[src/rtl/eth_fcs_pkg.sv]
// rtl/eth_fcs_pkg.sv - shared CRC-32 constants and FSM state type for the Ethernet FCS checker
package eth_fcs_pkg;

    localparam logic [31:0] CRC32_POLY_REFL = 32'hEDB88320;
    localparam logic [31:0] CRC32_INIT      = 32'hFFFFFFFF;
    localparam logic [31:0] CRC32_RESIDUE   = 32'hDEBB20E3;

    localparam int unsigned  LEN_CNT_W   = 11;
    localparam logic [10:0]  LEN_CNT_MAX = 11'h7FF;
    localparam logic [10:0]  FILL_LAST   = 11'd3;

    typedef enum logic [1:0] {
        IDLE = 2'd0,
        FILL = 2'd1,
        PASS = 2'd2
    } fcs_state_e;

endpackage

[src/rtl/crc32_refl_d8_step.sv]
// rtl/crc32_refl_d8_step.sv - one-byte combinational step of reflected CRC-32, LSB first, no final XOR
module crc32_refl_d8_step
    import eth_fcs_pkg::*;
(
    input  logic [31:0] crc_in,
    input  logic [7:0]  data,
    output logic [31:0] crc_out
);

    logic [31:0] c;

    always_comb begin
        c = crc_in ^ {24'h000000, data};
        for (int i = 0; i < 8; i++) begin
            c = c[0] ? ((c >> 1) ^ CRC32_POLY_REFL) : (c >> 1);
        end
        crc_out = c;
    end

endmodule

[src/rtl/eth_rx_fcs_check.sv]
// rtl/eth_rx_fcs_check.sv - recomputes CRC-32 over each RX frame, strips the 4 FCS bytes and issues a verdict
module eth_rx_fcs_check
    import eth_fcs_pkg::*;
#(
    parameter int MIN_LEN = 64,
    parameter int MAX_LEN = 1518
) (
    input  logic       clk,
    input  logic       rst,
    input  logic [7:0] in_data,
    input  logic       in_valid,
    input  logic       in_last,
    output logic [7:0] out_data,
    output logic       out_valid,
    output logic       out_last,
    output logic       frame_done,
    output logic       frame_ok,
    output logic       crc_err,
    output logic       len_err
);

    fcs_state_e          state;
    logic [31:0]         crc;
    logic [31:0]         crc_seed;
    logic [31:0]         crc_next;
    logic [LEN_CNT_W-1:0] cnt;
    logic [LEN_CNT_W-1:0] cnt_next;
    logic [3:0][7:0]     dly;
    logic                crc_bad;
    logic                len_bad;

    // The register already holds INIT in IDLE; the explicit seed keeps byte 0 correct regardless.
    assign crc_seed = (state == IDLE) ? CRC32_INIT : crc;

    crc32_refl_d8_step u_crc_step (
        .crc_in  (crc_seed),
        .data    (in_data),
        .crc_out (crc_next)
    );

    assign cnt_next = (cnt == LEN_CNT_MAX) ? cnt : cnt + 1'b1;
    assign crc_bad  = (crc_next != CRC32_RESIDUE);
    assign len_bad  = (int'(cnt_next) < MIN_LEN) || (int'(cnt_next) > MAX_LEN);

    always_ff @(posedge clk) begin
        if (rst) begin
            state      <= IDLE;
            crc        <= CRC32_INIT;
            cnt        <= '0;
            dly        <= '0;
            out_data   <= 8'h00;
            out_valid  <= 1'b0;
            out_last   <= 1'b0;
            frame_done <= 1'b0;
            frame_ok   <= 1'b0;
            crc_err    <= 1'b0;
            len_err    <= 1'b0;
        end else begin
            out_valid  <= 1'b0;
            out_last   <= 1'b0;
            frame_done <= 1'b0;
            frame_ok   <= 1'b0;
            crc_err    <= 1'b0;
            len_err    <= 1'b0;
            if (in_valid) begin
                dly <= {dly[2:0], in_data};
                // In PASS the oldest delay-line byte is exactly four beats behind the input.
                if (state == PASS) begin
                    out_valid <= 1'b1;
                    out_data  <= dly[3];
                    out_last  <= in_last;
                end
                if (in_last) begin
                    state      <= IDLE;
                    crc        <= CRC32_INIT;
                    cnt        <= '0;
                    frame_done <= 1'b1;
                    crc_err    <= crc_bad;
                    len_err    <= len_bad;
                    frame_ok   <= !crc_bad && !len_bad;
                end else begin
                    crc <= crc_next;
                    cnt <= cnt_next;
                    case (state)
                        IDLE:    state <= FILL;
                        FILL:    state <= (cnt == FILL_LAST) ? PASS : FILL;
                        PASS:    state <= PASS;
                        default: state <= IDLE;
                    endcase
                end
            end
        end
    end

endmodule

[config.mk]
export PLATFORM = sky130hd
export DESIGN_NAME = eth_rx_fcs_check
export DESIGN_NICKNAME = d
export VERILOG_FILES = /design/src/rtl/eth_fcs_pkg.sv /design/src/rtl/crc32_refl_d8_step.sv /design/src/rtl/eth_rx_fcs_check.sv
export SDC_FILE = /design/constraint.sdc
export NUM_CORES = 1
export LEC_CHECK = 0
export CAP_MARGIN = 15
export CORE_MARGIN = 8
export CORE_UTILIZATION = 65
export CTS_CLUSTER_DIAMETER = 80
export DETAILED_ROUTE_END_ITERATION = 8
export PLACE_DENSITY = 0.85
export SETUP_SLACK_MARGIN = 0.5
export SYNTH_ARGS = -nofsm -noshare
export SYNTH_HDL_FRONTEND = slang
export SYNTH_SLANG_ARGS = --single-unit
export TNS_END_PERCENT = 50
[constraint.sdc]
create_clock -name clk -period 4.6 [get_ports clk]
set_input_delay 0.69 -clock clk [delete_from_list [all_inputs] [get_ports clk]]
set_output_delay 0.69 -clock clk [all_outputs]
set_load 0.005 [all_outputs]
# Yosys cells after proc, flatten, opt, wreduce, memory -nomap -nowiden
# Index checks and enable logic that the tools add are counted.
[totals]
output_inout_bits = 14
wordCells = 60
reg_bits = 91
inputBits = 12
[op_classes]
eq_ne = 5
bitwise = 12
n_mux = 17
n_reduce_logical = 9
addsub = 1
order_cmp = 2
[ops]
columns = ["operator", "n"]
rows = [
  ["$mux 32", 10],
  ["$not 13->14", 8],
  ["$ne 32x32->1 const B", 1],
  ["$xor 32x8->32", 1],
  ["$mux 11", 2],
  ["$add 11x1->11 const B", 1],
  ["$eq 11x11->1 const B", 1],
  ["$eq 11x2->1 const B", 1],
  ["$gt 11x11->1 const B", 1],
  ["$lt 11x7->1 const B", 1],
  ["$pmux 2 s3", 1],
  ["$reduce_or 3->1", 2],
  ["$mux 2", 2],
  ["$not 1->1", 3],
  ["$eq 2x1->1 const B", 1],
  ["$eq 2x2->1 const B", 1],
  ["$logic_not 1->1", 2],
  ["$logic_not 2->1", 1],
  ["$mux 1", 2],
  ["$reduce_and 2->1", 1],
  ["$reduce_or 2->1", 1],
  ["$logic_and 1x1->1", 1],
  ["$logic_or 1x1->1", 1],
]

# Depth between registers and ports, before layout
# Gate-level depths: netlist of the first run.
[logic_depth]
word_depth = 22
depth_mapped = 10
ltp_nobuf = 8

# Hierarchy
# A second synthesis of the first run with hierarchy kept.
[hier_totals]
cells_unflattened = 477
area_unflattened_um2 = 4829.6
[by_module_without_submodules]
columns = ["module", "instances", "seq_area_each_um2", "cells_per_inst", "area_each_um2"]
rows = [
  ["eth_rx_fcs_check", 1, 1821.7, 415, 3903.7],
  ["crc32_refl_d8_step", 1, 0.0, 62, 925.9],
]

# Worst setup path after synthesis of the first run
# OpenSTA, ideal clock, no wires.
[synth_timing]
path_kind = "input to register"
start = "in in_data[2]"
end = "reg crc_err"
required_time_ns = 4.485
path_buffers = 1
path_stages = 8
setup_ns = 0.115
setup_slack_ns = 1.676
t_arrival_ns = 2.809
cell_sequence = "buf_2 > xor2_1 > xnor3_1 > xor2_1 > and3b_1 > o2111ai_1 > or4_4 > o21a_1"
[synth_via]
elab_chain_len = 14
word_cells_on_any_way = 15
cone_classes = "eq/ne: 1; mux: 8; bitwise: 6"
[synth_lines]
columns = ["element", "line_no", "source"]
rows = [
  ["start: declaration", "eth_rx_fcs_check.sv:10", "input logic [7:0] in_data,"],
  ["$xor 32x8->32 *", "crc32_refl_d8_step.sv:13", "c = crc_in ^ {24'h000000, data};"],
  ["$mux 32 * (3 in series)", "crc32_refl_d8_step.sv:15", "c = c[0] ? ((c >> 1) ^ CRC32_POLY_REFL) : (c >> 1);"],
  ["$not 13->14 (no line)", "n/a", ""],
  ["$mux 32 * (2 in series)", "crc32_refl_d8_step.sv:15", ""],
  ["$not 13->14 (no line) or $mux 32 (tied branches)", "n/a", ""],
  ["$mux 32 *", "crc32_refl_d8_step.sv:15", ""],
  ["$not 13->14 (no line)", "n/a", ""],
  ["$mux 32 *", "crc32_refl_d8_step.sv:15", ""],
  ["$not 13->14 (no line)", "n/a", ""],
  ["$mux 32 *", "crc32_refl_d8_step.sv:15", ""],
  ["$ne 32x32->1 *", "eth_rx_fcs_check.sv:42", "assign crc_bad = (crc_next != CRC32_RESIDUE);"],
  ["end signal: assignment", "eth_rx_fcs_check.sv:78", "crc_err <= crc_bad;"],
  ["end: declaration", "eth_rx_fcs_check.sv:18", "output logic crc_err,"],
]
# Mark *: on every way between the ends. The rest lies on a longest branch, timed or not.
# A chain may end at the register's enable or synchronous reset.

# Final worst setup path of the first run
# Ends and elaborated chain as after synthesis.

==> results of run 1 <==
sequential cells by signal, indices dropped and copies added (netlist names):
register,flops
crc,32
dly,32
cnt,11
out_data,8
state,2
crc_err,1
frame_done,1
frame_ok,1
len_err,1
out_last,1
out_valid,1
cells by family after synthesis:
kind of cell    share of synthesized area (%)
simple gates                             19.1
xor+xnor                                 20.9
flops                                    35.7
compound gates                           9.97
buf+inv                                  4.16
mux                                      9.43
fa+ha+maj                               0.686
power groups by stage:
stage / sequential, mW / combinational, mW / clock [mW]
4_1_cts: 0.864 / 0.474 / 0.571
5_1_grt: 0.870 / 0.523 / 0.605
2_1_floorplan: 0.862 / 0.393 / 0
3_5_place_dp: 0.882 / 0.469 / 0
6_report: 0.864 / 0.478 / 0.559
3_3_place_gp: 0.880 / 0.460 / 0
synthesized netlist by cell type (3+ instances only):
cell,n
nand2_1,76
inv_1,5
nand3_1,9
o31ai_1,3
o21bai_1,5
and3_1,5
xnor2_1,65
nand2b_1,3
a22oi_1,3
nor2_1,94
xor2_1,35
buf_4,3
xnor3_1,4
a211oi_1,4
o21ai_0,41
clkbuf_1,28
a31o_2,3
nor4_1,5
buf_1,4
nand4_1,3
buf_2,8
and2_1,6
a21oi_1,18
mux2i_1,47
or2_2,3
nor3_1,4
dfxtp_1,91
per-stage QoR:
stage	std cells	setup slack, ns	area (um2)
4_1_cts	712	1.34	5540
5_1_grt	712	1.16	5540
2_1_floorplan	608	1.68	5110
6_report	712	1.33	5540
3_3_place_gp	696	0.961	5330
3_5_place_dp	696	0.952	5330
metal layers:
layer	vias up	global-route usage [%]	routed length, um
li1	2013	-	-
met1	1894	26.1	5060
met2	118	35.2	5340
met3	19	3.81	567
met4	0	6.83	157
met5	-	0	0
how the worst max path moves through the flow:
stage	to	slack (ns)	cells past startpoint
after CTS	frame_ok$_SDFF_PP0_	1.34	8
after global placement	frame_ok$_SDFF_PP0_	0.96	8
final	crc_err$_SDFF_PP0_	1.33	8
after detailed placement	crc_err$_SDFF_PP0_	0.95	8
after floorplan	crc_err$_SDFF_PP0_	1.68	8
after global routing	frame_ok$_SDFF_PP0_	1.16	8
worst max-delay path, stage by stage:
cell and delay [ns]:
clkdlybuf4s50_1 0.65, xor2_1 0.37, xnor3_1 0.52, xor2_1 0.25, and3b_1 0.20, o2111ai_1 0.15
or4_4 0.53, o21a_1 0.19
cell type report:
type | instances | area, um2
clock buffer | 9 | 124
clock inverter | 7 | 93.8
fill | 634 | 2140
inverter | 5 | 18.8
multi-input combinational | 468 | 3080
sequential | 91 | 1820
tap | 102 | 128
timing repair buffer | 30 | 280
cell usage in the layout (no fill, tap or decap), types with 3 or more instances in the layout:
cell type,n
o21bai_1,5
clkinv_8,4
nand2b_1,3
a22oi_1,3
dfxtp_1,91
nand4_1,3
xnor3_1,4
o21ai_0,41
a21oi_1,17
clkdlybuf4s50_1,23
nor4_1,5
buf_4,6
o31ai_1,3
and3_1,5
nand2_1,76
inv_1,5
and2_1,6
nand3_1,9
xor2_1,35
mux2i_1,47
nor3_1,4
or2_2,3
clkbuf_8,9
a211oi_1,4
nor2_1,94
a31o_2,3
xnor2_1,65
==> impl_metrics.ini, run 1 <==
[run_status]
outcome = finished, final reports clean

[drt]
dr.first_iter.drc_count = 212
drt-vias-per-instance = 5.68
wl_per_cell_um = 15.6
route.vias.total = 4044
dr.pass1.iters = 5
drtAntennaViolNets = 0
wl_mm = 11.1
drc = 0

[placement]
hpwl_mm = 7.93
portBuffers = 25
place_congestion = 0.962

[clocking]
cts_buffer_depth = 2
cts_resized = 0
cts_htree_levels = 3
cts_sinks = 91
cts_tree = done
post_cts_buffers = 0
clock-root-buffer = clkbuf_8
cts_buffers = 9
clkTransAtPathRegs_ns = 0.11
clock_latency_ns = 0.37
hold_buffers = 0

[power_and_ir_drop]
comb_power_share_pct = 25.2
pwr-share-seq_pct = 45.5
finalPower_mw = 1.90
powerDensity_nw_per_um2 = 343
p_switching_mw = 0.638
clock_power_share_pct = 29.4
leakage_nw = 2.21
intPower_mw = 1.26
switching_share_pct = 33.6
peakVddDrop_uv = 257

[floorplanning]
initial_core_util_pct = 66.4
die-area_um2 = 10900
rows = 32
die_w_um = 105
core_area_um2 = 7690
ioPinCount = 26
die_h_um = 105

[timing]
setup_violations = 0
max_freq_mhz = 306
post-route-min-period_ns = 3.27
clock_skew_ns = 0.0104
grt_setup_unrepaired = false
hold_ws_ns = 0.497
worstMarginPinSlew_ns = 0.963
finalSetupTns_ns = 0
fin_crit_sh_pct = 71.0
slew_headroom_pct = 35.8
slew_violations = 0
hold_viol = 0

[synthesis]
postSynthAreaPerCell_um2 = 8.40
synth_top_area_share_pct = 35.7
ys.flop_type = dfxtp_1
ys_top_cells_by_area = dfxtp_1 36%, xnor2_1 11%, mux2i_1 9.2%
netlist_instances = 608
yosysWarnings = 0
synth_enable_flop_cells = 0
ys_ff_latch = 91
syn_nets = 622
synth_area_um2 = 5110
yosys.area.top_type = dfxtp_1
async_flop_share_pct = 0
ys_seq_area_share_pct = 35.7
synth_cell_type_count = 53

[global_routing]
grt_pass1_wl_mm = 19.1
gr-total-overflow = 0
grt_max_degree = 63
antenna_found_initial = 0
first_global_vias = 3953
track_usage_pct = 20.8

[setup_path]
r2r_cells = 8
crit-reg2reg-capture = crc_err$_SDFF_PP0_
cp.arrival_ns = 3.53
startpoint = in_data[2]
critPathLaunchType = primary input
crit_required_ns = 4.86
crit_fanout = 6
regToRegSetupSlack_ns = 1.41
cp-end-kind = register
regToRegStartpoint = crc[0]$_SDFFE_PP1P_
crit_type = primary input to register

[hold_path]
hold_end = out_data[7]$_SDFFE_PP0P_
min_from = dly[31]$_SDFFE_PP0P_
min_path_cells = 2
worstHoldPathType = register to register

[cells_and_area]
drive_gt1_share_pct = 5.90
final_nets = 619
area_delta_synth_final_pct = 8.53
post-route-util_pct = 72.1
antenna_cells = 0

[job]
drv_cap = 0
Power figures use the tool's default switching activity.
==> inputs of run 2 (changes only) <==
--- a/config.mk
+++ b/config.mk
@@ -7,10 +7,10 @@
 export LEC_CHECK = 0
 export CAP_MARGIN = 15
 export CORE_MARGIN = 8
-export CORE_UTILIZATION = 65
+export CORE_UTILIZATION = 60
 export CTS_CLUSTER_DIAMETER = 80
 export DETAILED_ROUTE_END_ITERATION = 8
-export PLACE_DENSITY = 0.85
+export PLACE_DENSITY = 0.8
 export SETUP_SLACK_MARGIN = 0.5
 export SYNTH_ARGS = -nofsm -noshare
 export SYNTH_HDL_FRONTEND = slang
==> constraint.sdc (replaced) <==
create_clock -name clk -period 3.1 [get_ports clk]
set_input_delay 0.465 -clock clk [delete_from_list [all_inputs] [get_ports clk]]
set_output_delay 0.465 -clock clk [all_outputs]
set_load 0.005 [all_outputs]
==> impl_metrics.ini, run 2 (synthesized netlist as in run 1, its figures left out) <==
[clocking]
cts_buffers = 9
cts_buffer_depth = 2
clock_latency_ns = 0.37
cts_htree_levels = 3
hold_buffers = 0
cts_sinks = 91
clock-root-buffer = clkbuf_8
cts_tree = done
clkTransAtPathRegs_ns = 0.11

[cells_and_area]
regArea_um2 = 1840
drive_gt1_share_pct = 15.5
multi_input_area_um2 = 3200
area_delta_synth_final_pct = 17.5
final_common_cell = nor2_1
antenna_cells = 0
final_cell_mix = 92 x nor2_1, 86 x dfxtp_1, 76 x nand2_1, 61 x xnor2_1, 48 x buf_4
final_nets = 662
reg.largest.list = crc (32), dly (32), cnt (11)
n_fill_cell = 629

[power_and_ir_drop]
peakVddDrop_uv = 318
finalPower_mw = 2.96
powerDensity_nw_per_um2 = 493
p_switching_mw = 0.985
pwr-share-seq_pct = 43.2
switching_share_pct = 33.3
comb_power_share_pct = 29.1
clock_power_share_pct = 27.7
leakage_nw = 2.45
intPower_mw = 1.97

[setup_path]
crit_type = register to register
crit_fanout = 4
regToRegSetupSlack_ns = 0.43
cp-end-kind = register
crit-reg2reg-capture = crc_err$_SDFF_PP0_
worst_path_largest_cell_delay_ns = 0.53
regToRegStartpoint = state[1]$_SDFFE_PP0P_
r2r_cells = 9
critPathLaunchType = register
crit_required_ns = 3.36
path_buf_inv = 2
cp_slowest_cell = or4_4
worst-path-stages = 9
worstPathCellList = buf_4 > o21bai_4 > xor2_2 > buf_4 > xnor3_2 > and3b_1 > o2111ai_2 > or4_4 > o21a_1
path_common_cell = buf_4
cp_top_family = simple AND/OR/NAND/NOR gates
cp.arrival_ns = 2.93

[timing]
clock_skew_ns = 0.0155
hold_viol = 0
fin_crit_sh_pct = 86.2
hold_ws_ns = 0.425
setup_violations = 0
post-route-min-period_ns = 2.67
grt_setup_unrepaired = true
worstMarginPinSlew_ns = 0.734
max_freq_mhz = 374
slew_violations = 0
slew_headroom_pct = 51.1

[floorplanning]
die_h_um = 108
die_w_um = 108
initial_core_util_pct = 62.2
core_area_um2 = 8220
die-area_um2 = 11700
ioPinCount = 26
rows = 33

[hold_path]
hold_end = crc[13]$_SDFFE_PP1P_
min_path_cells = 3
min_from = rst
worstHoldPathType = primary input to register

[global_routing]
track_usage_pct = 21.7
gr-total-overflow = 0
grt_max_degree = 76
antenna_found_initial = 0
first_global_vias = 4106
grt_pass1_wl_mm = 20.1

[drt]
drc = 0
wl_per_cell_um = 16.2
drt-vias-per-instance = 5.57
dr.first_iter.drc_count = 198
dr.pass1.iters = 4
wl_mm = 12.3
drtAntennaViolNets = 0
route.vias.total = 4223

[placement]
hpwl_mm = 8.90
portBuffers = 25
place_congestion = 0.945

[job]
drv_cap = 0

[run_status]
outcome = finished, final reports clean
[run 2: changes by cell type in the layout (fill, tap and decap cells not counted), sizes merged]
| cell | previous run | this run |
|---|---|---|
| inv | 7 | 9 |
| dlymetal6s2s | 0 | 1 |
| clkdlybuf4s50 | 23 | 19 |
| clkinv | 5 | 2 |
| buf | 7 | 50 |
| clkinvlp | 0 | 1 |
| dlygate4sd2 | 0 | 3 |
[run 2: worst max path at each step]
stage                                      from                  end  slack (ns)
after global placement               in_data[5]   crc_err$_SDFF_PP0_        0.05
after detailed placement             in_data[1]  frame_ok$_SDFF_PP0_      -0.003
after floorplan                      in_data[2]   crc_err$_SDFF_PP0_        0.50
after CTS                 state[1]$_SDFFE_PP0P_   crc_err$_SDFF_PP0_        0.41
after global routing      state[1]$_SDFFE_PP0P_   crc_err$_SDFF_PP0_        0.35
final                     state[1]$_SDFFE_PP0P_   crc_err$_SDFF_PP0_        0.43
[run 2: layer usage]
layer / track usage [%] / share of wire [%]
met2: 35.8 / 49
met3: 5.00 / 4.8
met5: 0 / 0
met1: 27.1 / 45
met4: 7.62 / 1.8
[run 2: cell type report]
class                           instances  area share, %
Multi-Input combinational cell        468           53.3
Sequential cell                        91           30.6
Timing Repair Buffer                   73           10.2
Tap cell                              105           2.19
Clock buffer                            9           2.06
Clock inverter                          7           1.29
Inverter                                5          0.313
[run 2: power groups by stage]
stage	registers (mW)	clock network [mW]	logic [mW]
after floorplan	1.28	0	0.586
after detailed placement	1.30	0	0.808
after global placement	1.30	0	0.796
after CTS	1.28	0.834	0.829
after global routing	1.28	0.879	0.936
final	1.28	0.820	0.861
[run 2: metrics by stage]
stage          utilization [%]   TNS, ns  cell area [um2]  std cells  setup WS (ns)
2_1_floorplan                -         0             5120        608          0.505
3_3_place_gp              68.7         0             5640        737         0.0495
3_5_place_dp              68.7  -0.00331             5640        737       -0.00331
4_1_cts                   72.0         0             5910        756          0.415
5_1_grt                   73.0         0             6000        758          0.354
6_report                  73.0         0             6000        758          0.428
[run 2: timing repair]
action,in CTS,in global routing
setup buffers,3,2
setup endpoints to repair,2,2
gates resized for setup,17,13
pin swaps,4,7
[run 2: worst register-to-register path, stage by stage (launching register included)]
cell       delay, ns
dfxtp_4         0.37
buf_4           0.16
o21bai_4        0.14
xor2_2          0.20
buf_4           0.14
xnor3_2         0.45
and3b_1         0.25
o2111ai_2       0.14
or4_4           0.53
o21a_1          0.18
